<file path="src/rtl/apb_pkg.sv">
// Shared APB definitions: bridge state encoding, default address map and
// peripheral slot indices used by both the bridge and the SoC top.
package apb_pkg;

  typedef enum logic [1:0] {
    ST_IDLE   = 2'd0,
    ST_SETUP  = 2'd1,
    ST_ACCESS = 2'd2,
    ST_RESP   = 2'd3
  } apb_state_e;

  // Peripheral window is BASE_HI in addr[31:14], slave index in addr[13:12]
  localparam int          DEF_SEL_LSB = 12;
  localparam int          DEF_SEL_W   = 2;
  localparam logic [17:0] DEF_BASE_HI = 18'h2FC00;

  localparam int GPIO_IDX  = 0;
  localparam int UART_IDX  = 1;
  localparam int TIMER_IDX = 2;
  localparam int SPI_IDX   = 3;

endpackage

</file>
<file path="src/rtl/apb_rdata_mux.sv">
// Combinational return-path selector: picks the addressed slave's prdata,
// pready and pslverr out of the flattened per-slave buses.
module apb_rdata_mux #(
  parameter int SEL_W = 2,
  parameter int NSLV  = 2 ** SEL_W
) (
  input  logic [SEL_W-1:0]    idx,
  input  logic [32*NSLV-1:0]  prdata,
  input  logic [NSLV-1:0]     pready,
  input  logic [NSLV-1:0]     pslverr,
  output logic [31:0]         rdata,
  output logic                ready,
  output logic                slverr
);

  always_comb begin
    rdata  = '0;
    ready  = 1'b0;
    slverr = 1'b0;
    for (int i = 0; i < NSLV; i++) begin
      if (idx == SEL_W'(i)) begin
        rdata  = prdata[32*i +: 32];
        ready  = pready[i];
        slverr = pslverr[i];
      end
    end
  end

endmodule

</file>
<file path="src/rtl/apb_master_bridge.sv">
// APB initiator: turns single-outstanding CPU requests into APB SETUP/ACCESS
// transfers with address decode, wait states, pslverr and a wait timeout.
module apb_master_bridge
  import apb_pkg::*;
#(
  parameter int                          SEL_LSB = DEF_SEL_LSB,
  parameter int                          SEL_W   = DEF_SEL_W,
  parameter logic [31-SEL_LSB-SEL_W:0]   BASE_HI = DEF_BASE_HI,
  parameter int unsigned                 TIMEOUT = 255,
  localparam int                         NSLV    = 2 ** SEL_W
) (
  input  logic                 apb_pclk,
  input  logic                 apb_prst,
  input  logic                 cpu_req,
  input  logic                 cpu_we,
  input  logic [31:0]          cpu_addr,
  input  logic [31:0]          cpu_wdata,
  output logic                 cpu_ready,
  output logic                 cpu_resp_valid,
  output logic [31:0]          cpu_rdata,
  output logic                 cpu_err,
  output logic [NSLV-1:0]      apb_psel,
  output logic [31:0]          apb_paddr,
  output logic                 apb_pwrite,
  output logic                 apb_penable,
  output logic [31:0]          apb_pwdata,
  input  logic [32*NSLV-1:0]   apb_prdata,
  input  logic [NSLV-1:0]      apb_pready,
  input  logic [NSLV-1:0]      apb_pslverr
);

  localparam int CNT_W = (TIMEOUT > 0) ? $clog2(TIMEOUT + 1) : 1;

  apb_state_e        state_q, state_d;
  logic [31:0]       addr_q;
  logic [31:0]       wdata_q;
  logic              we_q;
  logic [SEL_W-1:0]  idx_q;
  logic [CNT_W-1:0]  cnt_q;
  logic [31:0]       rdata_q;
  logic              err_q;

  logic              dec_hit;
  logic              timeout_hit;
  logic [31:0]       mux_rdata;
  logic              mux_ready;
  logic              mux_slverr;

  assign dec_hit = (cpu_addr[31:SEL_LSB+SEL_W] == BASE_HI);

  // The counter holds the number of completed ACCESS cycles, so it equals
  // TIMEOUT-1 during the last ACCESS cycle that is still allowed to wait.
  assign timeout_hit = (TIMEOUT != 0) && (cnt_q == CNT_W'(TIMEOUT - 1));

  apb_rdata_mux #(
    .SEL_W (SEL_W),
    .NSLV  (NSLV)
  ) u_rdata_mux (
    .idx     (idx_q),
    .prdata  (apb_prdata),
    .pready  (apb_pready),
    .pslverr (apb_pslverr),
    .rdata   (mux_rdata),
    .ready   (mux_ready),
    .slverr  (mux_slverr)
  );

  always_ff @(posedge apb_pclk or posedge apb_prst) begin
    if (apb_prst) begin
      state_q <= ST_IDLE;
    end else begin
      state_q <= state_d;
    end
  end

  always_comb begin
    state_d        = state_q;
    cpu_ready      = 1'b0;
    cpu_resp_valid = 1'b0;
    apb_psel       = '0;
    apb_penable    = 1'b0;
    unique case (state_q)
      ST_IDLE: begin
        cpu_ready = 1'b1;
        if (cpu_req) begin
          state_d = dec_hit ? ST_SETUP : ST_RESP;
        end
      end
      ST_SETUP: begin
        apb_psel[idx_q] = 1'b1;
        state_d         = ST_ACCESS;
      end
      ST_ACCESS: begin
        apb_psel[idx_q] = 1'b1;
        apb_penable     = 1'b1;
        if (mux_ready || timeout_hit) begin
          state_d = ST_RESP;
        end
      end
      ST_RESP: begin
        cpu_resp_valid = 1'b1;
        state_d        = ST_IDLE;
      end
      default: state_d = ST_IDLE;
    endcase
  end

  // Request capture, wait counter and response data; a ready slave takes
  // priority over a simultaneous timeout.
  always_ff @(posedge apb_pclk or posedge apb_prst) begin
    if (apb_prst) begin
      addr_q  <= '0;
      wdata_q <= '0;
      we_q    <= 1'b0;
      idx_q   <= '0;
      cnt_q   <= '0;
      rdata_q <= '0;
      err_q   <= 1'b0;
    end else begin
      unique case (state_q)
        ST_IDLE: begin
          if (cpu_req) begin
            addr_q  <= cpu_addr;
            wdata_q <= cpu_wdata;
            we_q    <= cpu_we;
            idx_q   <= cpu_addr[SEL_LSB +: SEL_W];
            if (!dec_hit) begin
              rdata_q <= '0;
              err_q   <= 1'b1;
            end
          end
        end
        ST_ACCESS: begin
          cnt_q <= cnt_q + 1'b1;
          if (mux_ready) begin
            rdata_q <= we_q ? 32'h0 : mux_rdata;
            err_q   <= mux_slverr;
          end else if (timeout_hit) begin
            rdata_q <= '0;
            err_q   <= 1'b1;
          end
        end
        ST_RESP: begin
          cnt_q <= '0;
        end
        default: ;
      endcase
    end
  end

  assign apb_paddr  = addr_q;
  assign apb_pwrite = we_q;
  assign apb_pwdata = wdata_q;
  assign cpu_rdata  = rdata_q;
  assign cpu_err    = err_q;

endmodule

</file>
<file path="config.mk">
export PLATFORM = sky130hd
export DESIGN_NAME = apb_master_bridge
export DESIGN_NICKNAME = d
export VERILOG_FILES = /design/src/rtl/apb_pkg.sv /design/src/rtl/apb_rdata_mux.sv /design/src/rtl/apb_master_bridge.sv
export SDC_FILE = /design/constraint.sdc
export NUM_CORES = 1
export LEC_CHECK = 0
export ABC_CLOCK_PERIOD_IN_PS = 5900
export CORE_AREA = 5 5 136 138
export CTS_CLUSTER_SIZE = 14
export DETAILED_ROUTE_END_ITERATION = 7
export DIE_AREA = 0 0 141 143
export PLACE_DENSITY = 0.66
export SYNTH_ARGS = -nofsm -noshare
export SYNTH_HDL_FRONTEND = slang
export SYNTH_SLANG_ARGS = --single-unit
</file>
<file path="constraint.sdc">
create_clock -name apb_pclk -period 5.9 [get_ports apb_pclk]
set_clock_uncertainty 0.1 [all_clocks]
set_input_delay 1.18 -clock apb_pclk [delete_from_list [all_inputs] [get_ports apb_pclk]]
set_output_delay 1.18 -clock apb_pclk [all_outputs]
set_load 0.1 [all_outputs]
</file>
# After elaboration in Yosys (flattened, before gate mapping)
# Index checks and enable logic that the tools add are counted.
[classes]
div_mod_pow = 0
n_bitwise = 0
n_eq_ne = 12
order_cmp = 2
n_mux = 34
n_addsub = 1
shifts = 0
reduce_logical = 10
mul = 0
[op_table]
columns = ["cell", "n"]
rows = [
  ["$mux 32", 9],
  ["$pmux 32 s2", 1],
  ["$eq 18x18->1 const B", 1],
  ["$mux 1", 16],
  ["$pmux 8 s2", 1],
  ["$add 8x1->8 const B", 1],
  ["$eq 2x2->1 const B", 4],
  ["$eq 8x8->1 const B", 1],
  ["$pmux 2 s4", 1],
  ["$mux 2", 3],
  ["$ne 2x2->1 const B", 3],
  ["$eq 2x1->1 const B", 2],
  ["$logic_not 2->1", 2],
  ["$mux 4", 1],
  ["$reduce_and 2->1", 2],
  ["$reduce_and 4->1", 1],
  ["$reduce_bool 2->1", 2],
  ["$lt 2x3->1 const B", 1],
  ["$ne 3x3->1 const B", 1],
  ["$demux 1 s2", 1],
  ["$ge 2x1->1 const B", 1],
  ["$pmux 1 s2", 1],
  ["$reduce_or 2->1", 1],
  ["$logic_and 1x1->1", 1],
  ["$logic_or 1x1->1", 1],
]
[totals]
romBits = 0
out_inout_bits = 105
mem_bits_rw = 0
latch_bits = 0
reg_bits = 110
in_bits = 204
n_memories = 0
wordCells = 67

# Longest topological paths before layout
# Gate-level depths: netlist (run 1).
[logic_depth]
word_depth = 8
ltp_mapped = 9
mapped_depth_nobuf = 6

# Cells and area by module
# From an unflattened synthesis (run 1), not the netlist that was laid out.
[hier_totals]
cells_unflattened = 327
hier_area_um2 = 5117.4
[by_module_without_submodules]
columns = ["mod", "n_inst", "cells_each", "area_per_inst_um2", "seq_area_each_um2"]
rows = [
  ["apb_master_bridge", 1, 285, 4246.6, 2702.6],
  ["apb_rdata_mux", 1, 42, 870.8, 0.0],
]

# Least setup slack after synthesis (run 1)
# No wires, ideal clock.
[synth_timing]
path_kind = "reg-to-output"
from = "register apb_paddr[13] (netlist name)"
to = "output port apb_psel[0]"
path_buffers = 2
required_ps = 4620
path_stages_with_launch = 4
slack_ps = 1062
arrival_ps = 3558
path_cell_list = "dfrtp_1 clkbuf_1 buf_1 nor3b_1"
[synth_rtl]
columns = ["element", "line_no", "source"]
rows = [
  ["to (decl)", "apb_master_bridge.sv:22", "output logic [NSLV-1:0] apb_psel,"],
]

# Worst setup path in the final report (run 1)
[layout_timing]
from = "register state_q[1]"
to = "output port apb_psel[0]"
[layout_between]
elab_chain_len = 3
word_cells_on_any_way = 4
cone_classes = "eq/ne (2); mux (1); reduce/logical (1)"
[layout_rtl]
columns = ["element", "line_no", "source"]
rows = [
  ["from (decl)", "apb_master_bridge.sv:34", "apb_state_e state_q, state_d;"],
  ["from (signal assigned)", "apb_master_bridge.sv:72", "state_q <= state_d;"],
  ["$eq 2x2->1 or $eq 2x1->1 (tied branches)", "apb_master_bridge.sv:82", "unique case (state_q)"],
  ["$reduce_or 2->1 (no line) (*)", "--", ""],
  ["$mux 4 (*)", "--", ""],
]
# Mark *: on every way between the ends. The rest lies on a longest branch, timed or not.

==> results of run 1 <==
registers in the layout, summed over array words and instances (netlist names):
register and cells:
apb_paddr 32, cpu_rdata 32, cnt_q 8, apb_pwdata 32, apb_pwrite 1, state_q 2, cpu_err 1
per-stage QoR:
step                worst slack [ps]   util  hold slack (ps)  instances  cell area, sq um
finish                          2030  0.507              392        865              8650
global placement                2050  0.489              372        849              8340
CTS                             1980  0.507              396        864              8650
floorplan                       1060      -              398        335              5020
detailed placement              1990  0.489              380        849              8340
global route                    1850  0.507              402        865              8650
cell type report:
cell class / instances / area (sq um)
Sequential cell: 108 / 2700
Fill cell: 1439 / 8410
Multi-Input combinational cell: 196 / 2200
Antenna cell: 1 / 2.50
Timing Repair Buffer: 313 / 3120
Clock inverter: 4 / 57.6
Tap cell: 225 / 282
Inverter: 7 / 28.8
Clock buffer: 11 / 253
synthesized netlist by cell type:
library cell	number	share of area
mux2_1	66	0.15
nand3_1	5	0.0050
or3_1	1	0.0012
xnor2_1	1	0.0017
and3b_1	1	0.0017
mux2i_1	2	0.0040
mux4_2	34	0.15
nor4_1	2	0.0025
and4_1	2	0.0035
nor2_1	13	0.0097
a22o_1	32	0.056
a21oi_1	4	0.0040
nor4bb_1	1	0.0020
buf_1	4	0.0030
ha_1	6	0.015
nand4_1	3	0.0037
nor3b_1	1	0.0015
inv_1	7	0.0052
nor2b_1	2	0.0025
clkbuf_1	13	0.0097
xor2_1	6	0.010
nor3_1	4	0.0040
dfrtp_1	108	0.54
nand2_1	8	0.0060
and3_1	2	0.0025
buf_2	7	0.0070
worst max path at each step:
stage             startpoint           end  cells past startpoint
2_1_floorplan  apb_paddr[13]   apb_psel[0]                      3
3_3_place_gp    cpu_addr[18]  cpu_rdata[2]                      6
3_5_place_dp    cpu_addr[18]  cpu_rdata[1]                      6
4_1_cts           state_q[1]   apb_psel[0]                      4
5_1_grt           state_q[1]   apb_psel[0]                      4
6_report          state_q[1]   apb_psel[0]                      4
metal layers:
layer	up-vias	track usage
li1	1868	-
met1	1969	0.175
met4	0	0.0760
met5	-	0
met2	212	0.295
met3	29	0.0466
cell usage in the layout, fill, tap and decap left out, types with 2 or more instances in the layout:
cell | Yosys | routed
clkdlybuf4s50_1 | 0 | 308
dfrtp_1 | 108 | 107
mux2_1 | 66 | 66
mux4_2 | 34 | 34
a22o_1 | 32 | 32
nor2_1 | 13 | 13
clkbuf_16 | 0 | 9
nand2_1 | 8 | 7
inv_1 | 7 | 6
xor2_1 | 6 | 6
ha_1 | 6 | 6
nand3_1 | 5 | 5
buf_4 | 0 | 5
a21oi_1 | 4 | 4
nor3_1 | 4 | 3
nand4_1 | 3 | 3
nor2b_1 | 2 | 2
and4_1 | 2 | 2
nor4_1 | 2 | 2
and3_1 | 2 | 2
mux2i_1 | 2 | 2
clkbuf_8 | 0 | 2
logic make-up (layout without fill, tap and decap cells):
group / count (synthesis) / in the layout / share of synthesized area
AO/OA/AOI/OAI: 36 / 36 / 0.0598
XOR/XNOR: 7 / 7 / 0.0122
adder cells (fa/ha/maj): 6 / 6 / 0.0149
buffers and inverters: 31 / 335 / 0.0249
flip-flops: 108 / 108 / 0.538
multiplexers: 102 / 102 / 0.304
other: 0 / 1 / 0
AND/OR/NAND/NOR: 45 / 45 / 0.0458
critical path: stages, from the launching register on:
cell and delay (ps):
dfrtp_1 390, inv_1 80, ha_1 390, nor3b_1 210, clkdlybuf4s50_1 1180
==> results_dict.tcl, run 1 <==
set metrics [dict create \
    outcome "completed" \
    die_width_um 141 \
    num_rows 48 \
    synth_area_sq_um 5020 \
    start_kind "flop" \
    critPathKind "reg -> out" \
    port_buffers 308 \
    cts.repair.resized 0 \
    arrival_ps 2590 \
    finalHoldViolCount 0 \
    drtIter0Drc 102 \
    reg2reg_from "apb_paddr[12]" \
    slew_headroom 0.190 \
    maxCapViolations 0 \
    grt_max_degree 71 \
    tightest_slew_ps 1220 \
    drc 0 \
    numCtsBuffers 9 \
    top_layer "met4" \
    route.met2.wl_um 8430 \
    rsz0062_at_grt "false" \
    die_h_um 143 \
    dr_total_vias 4078 \
    syn_avg_cell_area_sq_um 15.0 \
    clk_latency_ps 340 \
    setup_viol 0 \
    r2r-end "cpu_rdata[1]" \
    fp.dieArea_sq_um 20200 \
    place.gp.congestion 0.794 \
    wl_per_cell_um 19.1 \
    cts_max_level 3 \
    syn_inst 335 \
    reg2regPathDepth 5 \
    grt_overflow 0 \
    cp.required_ps 4620 \
    clk_path_buf_depth 2 \
    report.final.slew_viol_count 0 \
    ctsRootBufferMaster "clkbuf_16" \
    fin_tns_setup_ps 0 \
    worstHoldEndpoint "apb_pwdata[28]" \
    cts_sinks 108 \
    fin_crit_sh 0.656 \
    yosysWarnings 0 \
    layout.nets 845 \
    drive_above_1_share 0.0908 \
    dp_hpwl_um 13400 \
    synth.distinct_cells 26 \
    fmax_mhz 258 \
    post-cts-setup-buffers 0 \
    synth_fp_nets 545 \
    fin_crit_ps 3870 \
    groute.usage.overall 0.163 \
    ys_seq_area_frac 0.538 \
    ios 309 \
    m1WireLength_um 6140 \
    cts_tree "yes" \
    min_path_cells 1 \
    holdCritStartpoint "apb_pwdata[28]" \
    ctsHoldBuffers 0 \
    core_sq_um 17100 \
    grt_pass1_wl_um 25100 \
    clk_pin_slew_ps 70 \
    ys_seq_elements 108 \
    ant_nets 0 \
    antenna_found_initial 1 \
    grt_pass1_vias 4549 \
    dr.pass1.iters 4 \
    area_growth_pct 72.2 \
    setup.worst_path.end_class "output pin" \
    routed_via_density 4.71 \
    dr_wl_met3_um 1390 \
    hold_class "reg -> reg" \
    path_max_fanout 5 \
    start_util 0.295 \
    routed_wirelength_um 16500 \
    ff2ff_setup_slack_ps 2600 \
]
Power of run 1 is left out: the tool's default activity adds up to more than one toggle a clock period on the data nets, which glitch-free logic cannot reach.
==> inputs of run 2 (changes only) <==
ABC_CLOCK_PERIOD_IN_PS = 3400   (was 5900)
PLACE_DENSITY = 0.69   (was 0.66)
clock period = 3.4 ns   (was 5.9 ns; I/O delays follow)
==> run 2 against run 1 <==
Against the previous run: die area stayed put; cell area fell by 2.2%; sequential share of layout area rose by 0.72 points; hold slack better by 1.8 ps; utilization down 1.1 points; sequential cell count stayed put; cell count is 0.58% higher; clock-buffer cell count fell by 1; first-iteration DRC count grew 29%; critical endpoint is now apb_paddr[12].
==> results_dict.tcl, run 2 (same netlist as run 1, synthesis figures left out) <==
set metrics [dict create \
    maxCapViolations 0 \
    groute.usage.overall 0.163 \
    tightest_slew_ps 712 \
    port_buffers 308 \
    dp_hpwl_um 13600 \
    utilization 0.496 \
    core_sq_um 17100 \
    worstSetupStartpoint "apb_paddr[12]" \
    fin_tns_setup_ps 0 \
    nFillCells 1470 \
    dr_total_vias 4121 \
    area_growth_pct 68.4 \
    fin_crit_ps 2640 \
    place.gp.congestion 0.865 \
    grt_overflow 0 \
    layout_commonest_cell "clkdlybuf4s50_1" \
    grt_pass1_vias 4588 \
    ios 309 \
    die_width_um 141 \
    clk_path_buf_depth 2 \
    hold_class "reg -> reg" \
    cp.required_ps 2620 \
    routed_wirelength_um 16300 \
    grt_pass1_wl_um 25400 \
    reg2reg_from "state_q[0]" \
    path_max_fanout 30 \
    clk_latency_ps 340 \
    routed_via_density 4.74 \
    post-cts-setup-buffers 0 \
    cts.repair.resized 0 \
    cts_sinks 108 \
    num_rows 48 \
    die_h_um 143 \
    cts_max_level 3 \
    drive_above_1_share 0.267 \
    setup_viol 0 \
    report.final.slew_viol_count 0 \
    layout_common_cells "203 x clkdlybuf4s50_1, 112 x buf_4, 106 x dfrtp_1" \
    slew_headroom 0.524 \
    numCtsBuffers 9 \
    fin_crit_sh 0.776 \
    register_area_sq_um 2710 \
    grt_max_degree 66 \
    outcome "completed" \
    ant_nets 0 \
    fp.dieArea_sq_um 20200 \
    drtIter0Drc 132 \
    antenna_found_initial 1 \
    drc 0 \
    dr.pass1.iters 4 \
    setup.worst_path.end_class "output pin" \
    cts_tree "yes" \
    finalHoldViolCount 0 \
    rsz0062_at_grt "false" \
    arrival_ps 1860 \
    start_kind "flop" \
    clk_pin_slew_ps 70 \
    fmax_mhz 379 \
    ctsRootBufferMaster "clkbuf_16" \
    start_util 0.295 \
    wl_per_cell_um 18.7 \
    holdCritStartpoint "apb_pwdata[11]" \
    multiInputGateArea_sq_um 2210 \
    layout.nets 849 \
    ctsHoldBuffers 0 \
    critPathKind "reg -> out" \
]
run 2: cell types whose count changed in the layout (fill, tap and decap cells not counted), moves of 2 or more:
cell,change
clkdlybuf4s50_1,-105
nor2_2,+2
inv_6,+3
buf_4,+107
nor2_1,-2
buf_12,+2
run 2: final timing paths:
path	to	slack (ps)	cells past startpoint
max in group asynchronous	apb_pwdata[28]	1870	3
setup reg to reg	cpu_rdata[1]	1010	7
min in group asynchronous	cpu_rdata[5]	630	2
setup / recovery	apb_paddr[12]	760	2
hold reg to reg	apb_pwdata[11]	390	1
hold / removal	apb_pwdata[11]	390	1
run 2: metal layers:
metal | global-route usage | vias to the layer above | part of all wire
met3 | 0.0506 | 28 | 0.094
met4 | 0.0668 | 0 | 0.032
li1 | - | 1888 | -
met1 | 0.181 | 1988 | 0.36
met5 | 0 | - | 0
met2 | 0.291 | 217 | 0.51
run 2: metrics by stage:
stage	cells	area, sq um	setup slack (ps)	hold slack, ps
after floorplan	335	5040	39.7	398
after global placement	853	8140	641	376
after detailed placement	853	8140	562	382
after CTS	869	8460	667	399
after global routing	870	8460	557	405
final	870	8460	760	393
run 2: cell type report:
class / count / share of cell area
Antenna cell: 1 / 0.000296
Sequential cell: 108 / 0.320
Multi-Input combinational cell: 196 / 0.262
Inverter: 7 / 0.00355
Clock buffer: 10 / 0.0282
Tap cell: 225 / 0.0333
Clock inverter: 6 / 0.00902
Timing Repair Buffer: 317 / 0.344
run 2: worst max-delay path: stages (launching register included):
cell and delay (ps):
dfrtp_2 570, buf_4 530, buf_4 390
Power of run 2 is left out for the same reason.
